`src/rtl/alu_seq_pkg.sv`:
```
// alu_seq_pkg: shared types and helpers for alu_op_sequencer.
//   alu_op_e    - command opcode (ADD, SUB, MUL, DIV)
//   seq_state_e - sequencer FSM state
//   ONES_ZERO_* - the two one's-complement encodings of zero
//   lat_of()    - hold latency for an opcode, in cycles
package alu_seq_pkg;

    typedef enum logic [1:0] {
        ADD = 2'd0,
        SUB = 2'd1,
        MUL = 2'd2,
        DIV = 2'd3
    } alu_op_e;

    typedef enum logic [1:0] {
        IDLE = 2'd0,
        EXEC = 2'd1,
        DONE = 2'd2
    } seq_state_e;

    localparam logic [14:0] ONES_ZERO_POS = 15'h0000;
    localparam logic [14:0] ONES_ZERO_NEG = 15'h7FFF;

    // Add/sub is combinational and needs a single cycle; mult/div
    // latencies come from the instantiating block's parameters.
    function automatic logic [3:0] lat_of(alu_op_e op, int mul_lat, int div_lat);
        case (op)
            MUL:     lat_of = 4'(mul_lat);
            DIV:     lat_of = 4'(div_lat);
            default: lat_of = 4'd1;
        endcase
    endfunction

endpackage

```
`src/rtl/ones_comp_add_sub.sv`:
```
// ones_comp_add_sub: one's-complement adder/subtractor with end-around carry.
//   x, y - operands
//   sub  - 1: x - y (adds ~y), 0: x + y
//   sum  - result; -0 is returned as produced
module ones_comp_add_sub #(
    parameter int NUM_BIT = 15
) (
    input  logic [NUM_BIT-1:0] x,
    input  logic [NUM_BIT-1:0] y,
    input  logic               sub,
    output logic [NUM_BIT-1:0] sum
);

    logic [NUM_BIT-1:0] y_eff;
    logic [NUM_BIT:0]   raw;

    assign y_eff = sub ? ~y : y;
    assign raw   = {1'b0, x} + {1'b0, y_eff};
    // Folding the carry back in cannot generate a second carry.
    assign sum   = raw[NUM_BIT-1:0] + {{(NUM_BIT-1){1'b0}}, raw[NUM_BIT]};

endmodule

```
`src/rtl/ones_comp_div.sv`:
```
// ones_comp_div: one's-complement divider, 2*NUM_BIT-bit numerator.
//   num, den   - numerator / denominator
//   q, r       - quotient (truncated toward zero), remainder (sign of num)
//   uf_n, uf_d - operand was -0 and lost its sign converting to magnitude
// A zero denominator yields q=r=0; callers are expected to flag it.
module ones_comp_div #(
    parameter int NUM_BIT = 15
) (
    input  logic [2*NUM_BIT-1:0] num,
    input  logic [NUM_BIT-1:0]   den,
    output logic [NUM_BIT-1:0]   q,
    output logic [NUM_BIT-1:0]   r,
    output logic                 uf_n,
    output logic                 uf_d
);

    logic                 sn, sd;
    logic [2*NUM_BIT-2:0] mn, md, qf, rf;

    assign sn = num[2*NUM_BIT-1];
    assign sd = den[NUM_BIT-1];
    assign mn = sn ? ~num[2*NUM_BIT-2:0] : num[2*NUM_BIT-2:0];
    assign md = {{NUM_BIT{1'b0}}, (sd ? ~den[NUM_BIT-2:0] : den[NUM_BIT-2:0])};
    assign qf = (md == '0) ? '0 : mn / md;
    assign rf = (md == '0) ? '0 : mn % md;

    // Quotients beyond NUM_BIT-1 magnitude bits are truncated.
    assign q = (sn ^ sd) ? ~{1'b0, qf[NUM_BIT-2:0]} : {1'b0, qf[NUM_BIT-2:0]};
    assign r = sn ? ~{1'b0, rf[NUM_BIT-2:0]} : {1'b0, rf[NUM_BIT-2:0]};

    assign uf_n = sn && (mn == '0);
    assign uf_d = sd && (md == '0);

endmodule

```
`src/rtl/ones_comp_mult.sv`:
```
// ones_comp_mult: one's-complement multiplier, 2*NUM_BIT-bit product.
//   x, y       - operands
//   p          - product, one's complement
//   uf_x, uf_y - operand was -0 and lost its sign converting to magnitude
module ones_comp_mult #(
    parameter int NUM_BIT = 15
) (
    input  logic [NUM_BIT-1:0]   x,
    input  logic [NUM_BIT-1:0]   y,
    output logic [2*NUM_BIT-1:0] p,
    output logic                 uf_x,
    output logic                 uf_y
);

    logic               sx, sy;
    logic [2*NUM_BIT-3:0] mx, my, pm;

    assign sx = x[NUM_BIT-1];
    assign sy = y[NUM_BIT-1];
    assign mx = {{(NUM_BIT-1){1'b0}}, (sx ? ~x[NUM_BIT-2:0] : x[NUM_BIT-2:0])};
    assign my = {{(NUM_BIT-1){1'b0}}, (sy ? ~y[NUM_BIT-2:0] : y[NUM_BIT-2:0])};
    assign pm = mx * my;
    assign p  = (sx ^ sy) ? ~{2'b00, pm} : {2'b00, pm};

    assign uf_x = sx && (mx == '0);
    assign uf_y = sy && (my == '0);

endmodule

```
`src/rtl/alu_op_sequencer.sv`:
```
// alu_op_sequencer: single-issue controller sharing the one's-complement
// add/sub, multiply and divide units.
//   clk, rst_n         - clock, async active-low reset
//   cmd_valid/ready    - command handshake; cmd_op, cmd_a, cmd_b sampled on accept
//   rsp_valid/ready    - response handshake
//   rsp_hi, rsp_lo     - MUL product hi/lo, DIV quotient/remainder, ADD/SUB 0/sum
//   rsp_underflow      - active unit's -0 conversion flags
//   rsp_div_zero       - DIV by +0 or -0
//   busy               - not idle
module alu_op_sequencer
    import alu_seq_pkg::*;
#(
    parameter int NUM_BIT = 15,
    parameter int MUL_LAT = 2,
    parameter int DIV_LAT = 6
) (
    input  logic                 clk,
    input  logic                 rst_n,
    input  logic                 cmd_valid,
    output logic                 cmd_ready,
    input  logic [1:0]           cmd_op,
    input  logic [2*NUM_BIT-1:0] cmd_a,
    input  logic [NUM_BIT-1:0]   cmd_b,
    output logic                 rsp_valid,
    input  logic                 rsp_ready,
    output logic [NUM_BIT-1:0]   rsp_hi,
    output logic [NUM_BIT-1:0]   rsp_lo,
    output logic                 rsp_underflow,
    output logic                 rsp_div_zero,
    output logic                 busy
);

    if (MUL_LAT < 1 || MUL_LAT > 15) begin : g_bad_mul_lat
        $error("MUL_LAT must be within 1..15");
    end
    if (DIV_LAT < 1 || DIV_LAT > 15) begin : g_bad_div_lat
        $error("DIV_LAT must be within 1..15");
    end

    seq_state_e           state;
    logic [3:0]           cnt;
    alu_op_e              op_r;
    logic [2*NUM_BIT-1:0] a_r;
    logic [NUM_BIT-1:0]   b_r;
    logic                 dz_r;

    // Command decode at the accept edge.
    alu_op_e    cmd_op_e;
    logic       cmd_dz;
    logic [3:0] cmd_cnt;

    assign cmd_op_e = alu_op_e'(cmd_op);
    assign cmd_dz   = (cmd_op_e == DIV) && ((cmd_b == '0) || (&cmd_b));
    // A zero divisor skips the divider wait entirely.
    assign cmd_cnt  = cmd_dz ? 4'd0 : lat_of(cmd_op_e, MUL_LAT, DIV_LAT) - 4'd1;

    // Unit inputs: only the selected unit sees the operands.
    logic [NUM_BIT-1:0]   as_x, as_y, mu_x, mu_y, dv_den;
    logic [2*NUM_BIT-1:0] dv_num;
    logic                 as_sub;

    always_comb begin
        as_x   = '0;
        as_y   = '0;
        as_sub = 1'b0;
        mu_x   = '0;
        mu_y   = '0;
        dv_num = '0;
        dv_den = '0;
        if (state == EXEC) begin
            case (op_r)
                ADD, SUB: begin
                    as_x   = a_r[NUM_BIT-1:0];
                    as_y   = b_r;
                    as_sub = (op_r == SUB);
                end
                MUL: begin
                    mu_x = a_r[NUM_BIT-1:0];
                    mu_y = b_r;
                end
                default: begin
                    dv_num = a_r;
                    dv_den = b_r;
                end
            endcase
        end
    end

    logic [NUM_BIT-1:0]   as_sum, dv_q, dv_r;
    logic [2*NUM_BIT-1:0] mu_p;
    logic                 mu_uf_x, mu_uf_y, dv_uf_n, dv_uf_d;

    ones_comp_add_sub #(.NUM_BIT(NUM_BIT)) u_add_sub (
        .x(as_x), .y(as_y), .sub(as_sub), .sum(as_sum)
    );

    ones_comp_mult #(.NUM_BIT(NUM_BIT)) u_mult (
        .x(mu_x), .y(mu_y), .p(mu_p), .uf_x(mu_uf_x), .uf_y(mu_uf_y)
    );

    ones_comp_div #(.NUM_BIT(NUM_BIT)) u_div (
        .num(dv_num), .den(dv_den), .q(dv_q), .r(dv_r), .uf_n(dv_uf_n), .uf_d(dv_uf_d)
    );

    // Result selection for the capture cycle.
    logic [NUM_BIT-1:0] res_hi, res_lo;
    logic               res_uf;

    always_comb begin
        res_hi = '0;
        res_lo = '0;
        res_uf = 1'b0;
        case (op_r)
            ADD, SUB: res_lo = as_sum;
            MUL: begin
                res_hi = mu_p[2*NUM_BIT-1:NUM_BIT];
                res_lo = mu_p[NUM_BIT-1:0];
                res_uf = mu_uf_x | mu_uf_y;
            end
            default: begin
                if (!dz_r) begin
                    res_hi = dv_q;
                    res_lo = dv_r;
                    res_uf = dv_uf_n | dv_uf_d;
                end
            end
        endcase
    end

    always_ff @(posedge clk or negedge rst_n) begin
        if (!rst_n) begin
            state         <= IDLE;
            cnt           <= '0;
            op_r          <= ADD;
            a_r           <= '0;
            b_r           <= '0;
            dz_r          <= 1'b0;
            cmd_ready     <= 1'b0;
            rsp_valid     <= 1'b0;
            rsp_hi        <= '0;
            rsp_lo        <= '0;
            rsp_underflow <= 1'b0;
            rsp_div_zero  <= 1'b0;
            busy          <= 1'b0;
        end else begin
            case (state)
                IDLE: begin
                    cmd_ready <= 1'b1;
                    if (cmd_valid && cmd_ready) begin
                        op_r      <= cmd_op_e;
                        a_r       <= cmd_a;
                        b_r       <= cmd_b;
                        dz_r      <= cmd_dz;
                        cnt       <= cmd_cnt;
                        cmd_ready <= 1'b0;
                        busy      <= 1'b1;
                        state     <= EXEC;
                    end
                end
                EXEC: begin
                    if (cnt == '0) begin
                        rsp_hi        <= res_hi;
                        rsp_lo        <= res_lo;
                        rsp_underflow <= res_uf;
                        rsp_div_zero  <= dz_r;
                        rsp_valid     <= 1'b1;
                        state         <= DONE;
                    end else begin
                        cnt <= cnt - 4'd1;
                    end
                end
                DONE: begin
                    // cmd_ready rises with the return to IDLE, so a waiting
                    // command is taken one cycle after the response leaves.
                    if (rsp_ready) begin
                        rsp_valid <= 1'b0;
                        busy      <= 1'b0;
                        cmd_ready <= 1'b1;
                        state     <= IDLE;
                    end
                end
                default: state <= IDLE;
            endcase
        end
    end

endmodule

```
`config.mk`:
```
export PLATFORM = sky130hd
export DESIGN_NAME = alu_op_sequencer
export DESIGN_NICKNAME = d
export VERILOG_FILES = /design/src/rtl/alu_seq_pkg.sv /design/src/rtl/ones_comp_add_sub.sv /design/src/rtl/ones_comp_div.sv /design/src/rtl/ones_comp_mult.sv /design/src/rtl/alu_op_sequencer.sv
export SDC_FILE = /design/constraint.sdc
export NUM_CORES = 2
export LEC_CHECK = 0
export ABC_CLOCK_PERIOD_IN_PS = 145700
export CAP_MARGIN = 20
export CORE_ASPECT_RATIO = 0.6
export CORE_UTILIZATION = 49
export DETAILED_ROUTE_END_ITERATION = 10
export MAX_ROUTING_LAYER = met4
export PLACE_DENSITY = 0.77
export SETUP_SLACK_MARGIN = 0.5
export SYNTH_ARGS = -nofsm -noshare
export SYNTH_HDL_FRONTEND = slang
export SYNTH_SLANG_ARGS = --single-unit
```
`constraint.sdc`:
```
create_clock -name clk -period 145.7 [get_ports clk]
set_input_delay 36.425 -clock clk [delete_from_list [all_inputs] [get_ports clk]]
set_output_delay 36.425 -clock clk [all_outputs]
set_load 0.02 [all_outputs]
```
# [Yosys cells after proc, flatten, opt, wreduce, memory -nomap -nowiden]
# Cells that the tools add are included.
[op_classes] n_addsub=4 n_mul=1 div_mod_pow=2 n_lt_le_gt_ge=0 eq_ne=10 shift=0 mux=47 n_bitwise=12 reduce_logical=28
[ops] operator="15-bit two-way mux" n=15
[ops] operator="30-bit two-way mux" n=3
[ops] operator="14-bit two-way mux" n=5
[ops] operator="15-bit one-hot mux with 2 select lines" n=2
[ops] operator="29-bit zero test" n=2
[ops] operator="28-bit zero test" n=2
[ops] operator="14-bit NOT" n=3
[ops] operator="14-bit NOT with 15-bit output" n=2
[ops] operator="28-bit NOT with 30-bit output" n=1
[ops] operator="29-bit by 14-bit divider with 29-bit output" n=1
[ops] operator="29-bit by 14-bit modulo with 29-bit output" n=1
[ops] operator="29-bit two-way mux" n=1
[ops] operator="29-bit NOT" n=1
[ops] operator="14-bit by 14-bit multiplier with 28-bit output" n=1
[ops] operator="15-bit by 15-bit adder with 16-bit output" n=1
[ops] operator="15-bit by 1-bit adder with 15-bit output" n=1
[ops] operator="15-bit zero test" n=1
[ops] operator="15-bit NOT" n=1
[ops] operator="15-bit AND reduction" n=1
[ops] operator="4-bit two-way mux" n=3
[ops] operator="3-bit AND reduction" n=4
[ops] operator="2-bit equality test, second input constant" n=4
[ops] operator="1-bit two-way mux" n=8
[ops] operator="1-bit one-hot mux with 2 select lines" n=4
[ops] operator="18 further kinds" n=36
[totals] register_bits=89 latch_bits=0 ramBits=0 romBits=0 input_bits=51 out_inout_bits=35 n_memories=0

# [Logic depth before layout (Yosys ltp)]
[depth] word_depth=12 mapped_depth=418

# [By module]
# From an unflattened synthesis, not the netlist that was laid out.
[hier_totals] cells_unflattened=4374 area_unflattened_um2=33591.0
[by_module_without_submodules] module="ones_comp_div" n_inst=1 cells_each=2910 area_per_inst_um2=20473.4 seq_area_each_um2=0.0
[by_module_without_submodules] module="ones_comp_mult" n_inst=1 cells_each=845 area_per_inst_um2=7116.8 seq_area_each_um2=0.0
[by_module_without_submodules] module="alu_op_sequencer" n_inst=1 cells_each=455 area_per_inst_um2=4745.8 seq_area_each_um2=2227.1
[by_module_without_submodules] module="ones_comp_add_sub" n_inst=1 cells_each=164 area_per_inst_um2=1255.0 seq_area_each_um2=0.0

# [Least setup slack after synthesis]
# Ideal clock, no wire load.
[synth_path] kind="flip-flop to flip-flop" start="register op_r[0]" end="register rsp_lo[4]" setup_time_ps=120 arrival_ps=80292 path_slack_ps=65288 stages_incl_launch_ff=395 path_buffers=40 period_less_slack_ps=80412 path_cell_list="dfrtp_1 > clkbuf_1 > nand4b_1 > buf_4 > clkbuf_1 > clkbuf_1 > clkbuf_1 > nor2_1 > inv_1 > ha_1 > a21oi_1 > ha_1 > nor4b_1 > nor2_1 > o211ai_1 > and2_1 > o21ai_0 > ha_1 > [... 359 more ...] > a21o_1 > a21o_1 > a21o_1 > a21o_1 > a21oi_1 > o21bai_1 > a21o_1 > a21o_1 > a21o_1 > a21o_1 > o21a_1 > mux2_1 > nor4_1 > o211ai_1 > nor4_4 > mux2i_1 > or4_1 > and3_1"
[synth_via] elab_chain_cells=12
[synth_lines] item="from (decl)" line_no="alu_op_sequencer.sv:42" source="alu_op_e op_r;"
[synth_lines] item="from (signal assigned)" line_no="alu_op_sequencer.sv:150" source="op_r <= cmd_op_e;"
[synth_lines] item="2-bit by 1-bit equality test with 1-bit output, or another cell as far along" line_no="alu_op_sequencer.sv:71, alu_op_sequencer.sv:75, alu_op_sequencer.sv:113"
[synth_lines] item="3-bit OR reduction (no line)"
[synth_lines] item="30-bit two-way mux / 15-bit two-way mux (equally long branches)" line_no="alu_op_sequencer.sv:71" source="case (op_r)"
[synth_lines] item="30-bit two-way mux / 15-bit two-way mux (equally long branches)" line_no="alu_op_sequencer.sv:70" source="if (state == EXEC) begin"
[synth_lines] item="29-bit NOT / 14-bit NOT (equally long branches)" line_no="ones_comp_div.sv:22, ones_comp_div.sv:23"
[synth_lines] item="29-bit two-way mux / 14-bit two-way mux (equally long branches)" line_no="ones_comp_div.sv:22, ones_comp_div.sv:23"
[synth_lines] item="29-bit by 14-bit modulo with 29-bit output / 29-bit zero test (equally long branches)" line_no="ones_comp_div.sv:25" source="assign rf = (md == '0) ? '0 : mn % md;"
[synth_lines] item="14-bit two-way mux" line_no="ones_comp_div.sv:25"
[synth_lines] item="14-bit NOT with 15-bit output" line_no="ones_comp_div.sv:29" source="assign r = sn ? ~{1'b0, rf[NUM_BIT-2:0]} : {1'b0, rf[NUM_BIT-2:0]};"
[synth_lines] item="15-bit two-way mux" line_no="ones_comp_div.sv:29"
[synth_lines] item="15-bit two-way mux" line_no="alu_op_sequencer.sv:121" source="if (!dz_r) begin"
[synth_lines] item="15-bit one-hot mux with 2 select lines *" line_no="alu_op_sequencer.sv:113" source="case (op_r)"
[synth_lines] item="to (signal assigned)" line_no="alu_op_sequencer.sv:163" source="rsp_lo <= res_lo;"
[synth_lines] item="to (decl)" line_no="alu_op_sequencer.sv:27" source="output logic [NUM_BIT-1:0] rsp_lo,"
# Every way passes the cells marked *; elsewhere a longest branch is shown, timed or not.
# A chain may end at the register's enable or synchronous reset.

# [Worst setup path in the final report]
[layout_path] start="register b_r[14]" end="register rsp_lo[4]"
[layout_via] elab_chain_cells=9
[layout_lines] item="from (decl)" line_no="alu_op_sequencer.sv:44" source="logic [NUM_BIT-1:0] b_r;"
[layout_lines] item="from (signal assigned)" line_no="alu_op_sequencer.sv:152" source="b_r <= cmd_b;"
[layout_lines] item="15-bit two-way mux" line_no="alu_op_sequencer.sv:71"
[layout_lines] item="15-bit two-way mux" line_no="alu_op_sequencer.sv:70"
[layout_lines] item="14-bit two-way mux" line_no="ones_comp_div.sv:23" source="assign md = {{NUM_BIT{1'b0}}, (sd ? ~den[NUM_BIT-2:0] : den[NUM_BIT-2:0])};"
[layout_lines] item="29-bit by 14-bit modulo with 29-bit output / 29-bit zero test (equally long branches)" line_no="ones_comp_div.sv:25"
[layout_lines] item="14-bit two-way mux" line_no="ones_comp_div.sv:25"
[layout_lines] item="14-bit NOT with 15-bit output" line_no="ones_comp_div.sv:29"
[layout_lines] item="15-bit two-way mux" line_no="ones_comp_div.sv:29"
[layout_lines] item="15-bit two-way mux" line_no="alu_op_sequencer.sv:121"
[layout_lines] item="15-bit one-hot mux with 2 select lines *" line_no="alu_op_sequencer.sv:113"
# Marked as above.

==> summary.txt <==
Critical path
  – CP max stage cell: a21oi_1
  – Crit-path max cell delay: roughly 900 ps
  – CP Capture Type: flip-flop
  – Worst-path maximum fanout: 34
  – FF-to-FF Start: b_r[14]$_DFFE_PN0P_
  – CP startpoint: b_r[14]$_DFFE_PN0P_
  – Setup CP Type: flip-flop to flip-flop
  – Critical path's most frequent cell: o21a_1
  – Reg2Reg Setup Slack: just under 60000 ps
  – CP Data Arrival Time: 87660 ps
  – Crit start category: flip-flop
  – WP data required: 145990 ps

Floorplan
  – Row count: 72
  – Die Wd: 332 µm
  – Die H: 200 µm
  – Core area: ~0.065 mm²
  – Initial Utilization: 0.497
  – Die area: 0.0665 mm²
  – Ports: 86

GRT
  – Initial antenna violation count: 3
  – Number of global-route vias before repair: ~29000
  – Total congestion overflow: 0
  – First-pass GRT wire length: 170 mm
  – Largest net degree at the start of global routing: between 40 and 50
  – Gr usage total: 0.329

Placed design
  – Port Buffers: 85
  – Dpl hpwl: 88.8 mm
  – Worst slack at placement: slightly below 60000 ps
  – Placer congestion estimate: 1.06
  – # placed instances: 5049

Route
  – Drt pass-1 iters: 6
  – Post-Route WL: 109 mm
  – Drt wl/cell: 21.5 µm
  – Avg Vias per Cell: 6.44
  – Post-DRT Antenna Nets: 0
  – Routed vias: 32617
  – Starting DRT DRC Count: around 3900
  – DRC: 0

Cells and area
  – Util after Layout: 0.527
  – Final #Nets: 4831
  – Fin cells: 5068
  – Layout fillers: 6165
  – Fraction of layout cells with a size suffix above 1: 0.0766
  – Layout area overhead: 6.09%

Yosys
  – Synth top area share: 0.166
  – Post-synth EDFFs: 0
  – Syn_nets: 4830
  – Synth warn: 0
  – Synth Instances: about 4200
  – Synthesized cell area: 0.0321 mm²
  – Asr flop ratio synth: 1.00
  – Unique masters post-synth: 127
  – Ys flop type: dfrtp_1
  – Synth Register Bits: 89
  – Area contributors post-synth: ha_1, fa_1, dfrtp_1, nand2_1, xnor2_1
  – Largest area contributor in the netlist: ha_1
  – Syn_area_per_cell: 7.62 µm²
  – Register area share after synthesis: 0.0694

Hold path
  – Min-delay src: busy$_DFFE_PN0P_
  – Worst Hold Class: flip-flop to flip-flop

Clock network
  – CTS max path bufs: 2
  – PostCTS Resize Cnt: 0
  – Cts bufs inserted: 9
  – Clk sinks: 89
  – Clk root buf: clkbuf_16
  – Setup bufs post-CTS: 0
  – H-tree levels: 3
  – Worst skew pair latency: between 400 and 500 ps
  – Worst-path clk slew: 90 ps
  – Post-CTS Hold Fix Bufs: 0
  – TritonCTS clock tree: done

Timing
  – Max Clock Skew: ~23 ps
  – Actual slew at the worst max-slew pin: 1130 ps
  – Final hold vios: 0
  – Fin crit share: 0.600
  – Max Freq: 11.4 MHz
  – Final Max Tran Viols: 0
  – Crit path time final: between 80000 and 90000 ps
  – Rel. slew slack: 0.240
  – Setup Total Neg Slack: 0 ps
  – RSZ-0062 raised after global routing: no
  – Final setup margin: 58330 ps
  – Final setup viols: 0

Run status
  – Status: completed

Flow run
  – Max Cap Viol: 0
==> kinds of logic (layout without fill, tap and decap cells) <==
family,Yosys count,count (layout),share of synthesized area
multiplexers,161,161,0.0555
XOR/XNOR,297,297,0.0813
other,0,1,0
flip-flops,89,89,0.0694
buffers and inverters,362,368,0.0463
AO/OA/AOI/OAI,1180,1180,0.258
adder cells (fa/ha/maj),570,570,0.256
AND/OR/NAND/NOR,1551,1551,0.234
==> layout make-up <==
class / instances / area, µm² / area share
diodes: 1 / 2.50 / 0.0000735
clock buffers: 9 / 225 / 0.00662
clock inverters: 7 / 72.6 / 0.00213
inverters: 214 / 803 / 0.0236
multi-input cells: 3759 / 28400 / 0.834
flip-flops and latches: 89 / 2230 / 0.0655
well taps: 851 / 1060 / 0.0313
repair buffers: 138 / 1250 / 0.0368
==> metrics by stage <==
stage / hold slack, ps / cell area [µm²]
4_1_cts: 493 / 34000
6_report: 484 / 34000
3_5_place_dp: 472 / 33700
5_1_grt: 506 / 34000
2_1_floorplan: 501 / 32100
3_3_place_gp: 460 / 33700
==> flip-flops by register name, indices dropped and copies added (netlist names) <==
name and cells:
a_r 30, state 2, cnt 4, rsp_div_zero 1
rsp_lo 15, op_r 2, cmd_ready 1, dz_r 1
rsp_underflow 1, rsp_valid 1, busy 1, b_r 15
rsp_hi 15
==> placed cells by master, fill, tap and decap left out, types with 18 or more instances in the layout <==
cell type / Yosys / final
ha_1: 426 / 426
xnor2_1: 178 / 178
buf_4: 21 / 52
nand4_1: 52 / 52
o21bai_1: 23 / 23
o22ai_1: 21 / 21
clkdlybuf4s50_1: 0 / 84
nand3_1: 78 / 78
a31oi_1: 30 / 30
and3_1: 39 / 39
fa_1: 143 / 143
o21ai_0: 156 / 155
a21o_1: 126 / 126
nor2b_1: 25 / 25
mux2_2: 119 / 119
a211oi_1: 38 / 38
nand2_1: 462 / 462
or2_2: 39 / 39
nor2_1: 375 / 373
dfrtp_1: 89 / 88
or3_1: 45 / 45
o21ai_1: 23 / 23
o31ai_1: 83 / 83
a21oi_1: 221 / 221
a211o_1: 18 / 18
nor4_1: 26 / 26
and2_1: 63 / 63
mux2i_1: 36 / 36
nor3_1: 207 / 205
o21a_1: 189 / 189
inv_1: 213 / 213
o211ai_1: 43 / 43
o221ai_1: 18 / 18
xor2_1: 118 / 118
nand2b_1: 40 / 40
==> synth_stat cells (12+ instances only) <==
| cell | count |
|---|---|
| xor2_1 | 118 |
| a211o_1 | 18 |
| o31ai_1 | 83 |
| mux2i_1 | 36 |
| buf_1 | 16 |
| and3_1 | 39 |
| nand2b_1 | 40 |
| nor3b_1 | 16 |
| o21bai_1 | 23 |
| dfrtp_1 | 89 |
| or3_1 | 45 |
| a21o_1 | 126 |
| a221oi_1 | 14 |
| o21ai_0 | 156 |
| o22ai_1 | 21 |
| nor3_1 | 207 |
| o21a_1 | 189 |
| o211ai_1 | 43 |
| a31oi_1 | 30 |
| o21ai_1 | 23 |
| or4_1 | 16 |
| clkbuf_1 | 92 |
| and4_1 | 12 |
| and2_1 | 63 |
| mux2_2 | 119 |
| nor2_1 | 375 |
| o221ai_1 | 18 |
| nand3_1 | 78 |
| o211a_1 | 13 |
| inv_1 | 213 |
| nand4_1 | 52 |
| a211oi_1 | 38 |
| or2_2 | 39 |
| nor4_1 | 26 |
| a21oi_1 | 221 |
| buf_4 | 21 |
| nand2_1 | 462 |
| fa_1 | 143 |
| ha_1 | 426 |
| buf_2 | 15 |
| nor2b_1 | 25 |
| xnor2_1 | 178 |
==> metal layers <==
layer,global-route usage,wire [µm],up-vias
met5,-,0,-
met2,0.415,40000,1749
met3,0.106,15200,118
met4,0.0536,1710,0
met1,0.499,51800,15288
li1,-,-,15462
==> worst max-delay path, delay by kind of cell, from the launching register on <==
kind | cells | cell delay [ps]
buffers and inverters | 14 | 2870
adder cells (fa/ha/maj) | 28 | 8790
flip-flops | 1 | 520
AND/OR/NAND/NOR | 79 | 19820
multiplexers | 8 | 2400
AO/OA/AOI/OAI | 239 | 52660
==> worst paths after layout <==
path                                         endpoint  cells past startpoint
worst min-delay path                 busy$_DFFE_PN0P_                      1
min in group asynchronous         a_r[10]$_DFFE_PN0P_                      1
worst max-delay path            rsp_lo[4]$_DFFE_PN0P_                    368
worst max register to register  rsp_lo[4]$_DFFE_PN0P_                    368
max in group asynchronous          cnt[1]$_DFFE_PN0P_                      2
worst min register to register       busy$_DFFE_PN0P_                      1
Power is left out: the tool's default activity adds up to more than one toggle a clock period on the data nets, which glitch-free logic cannot reach.
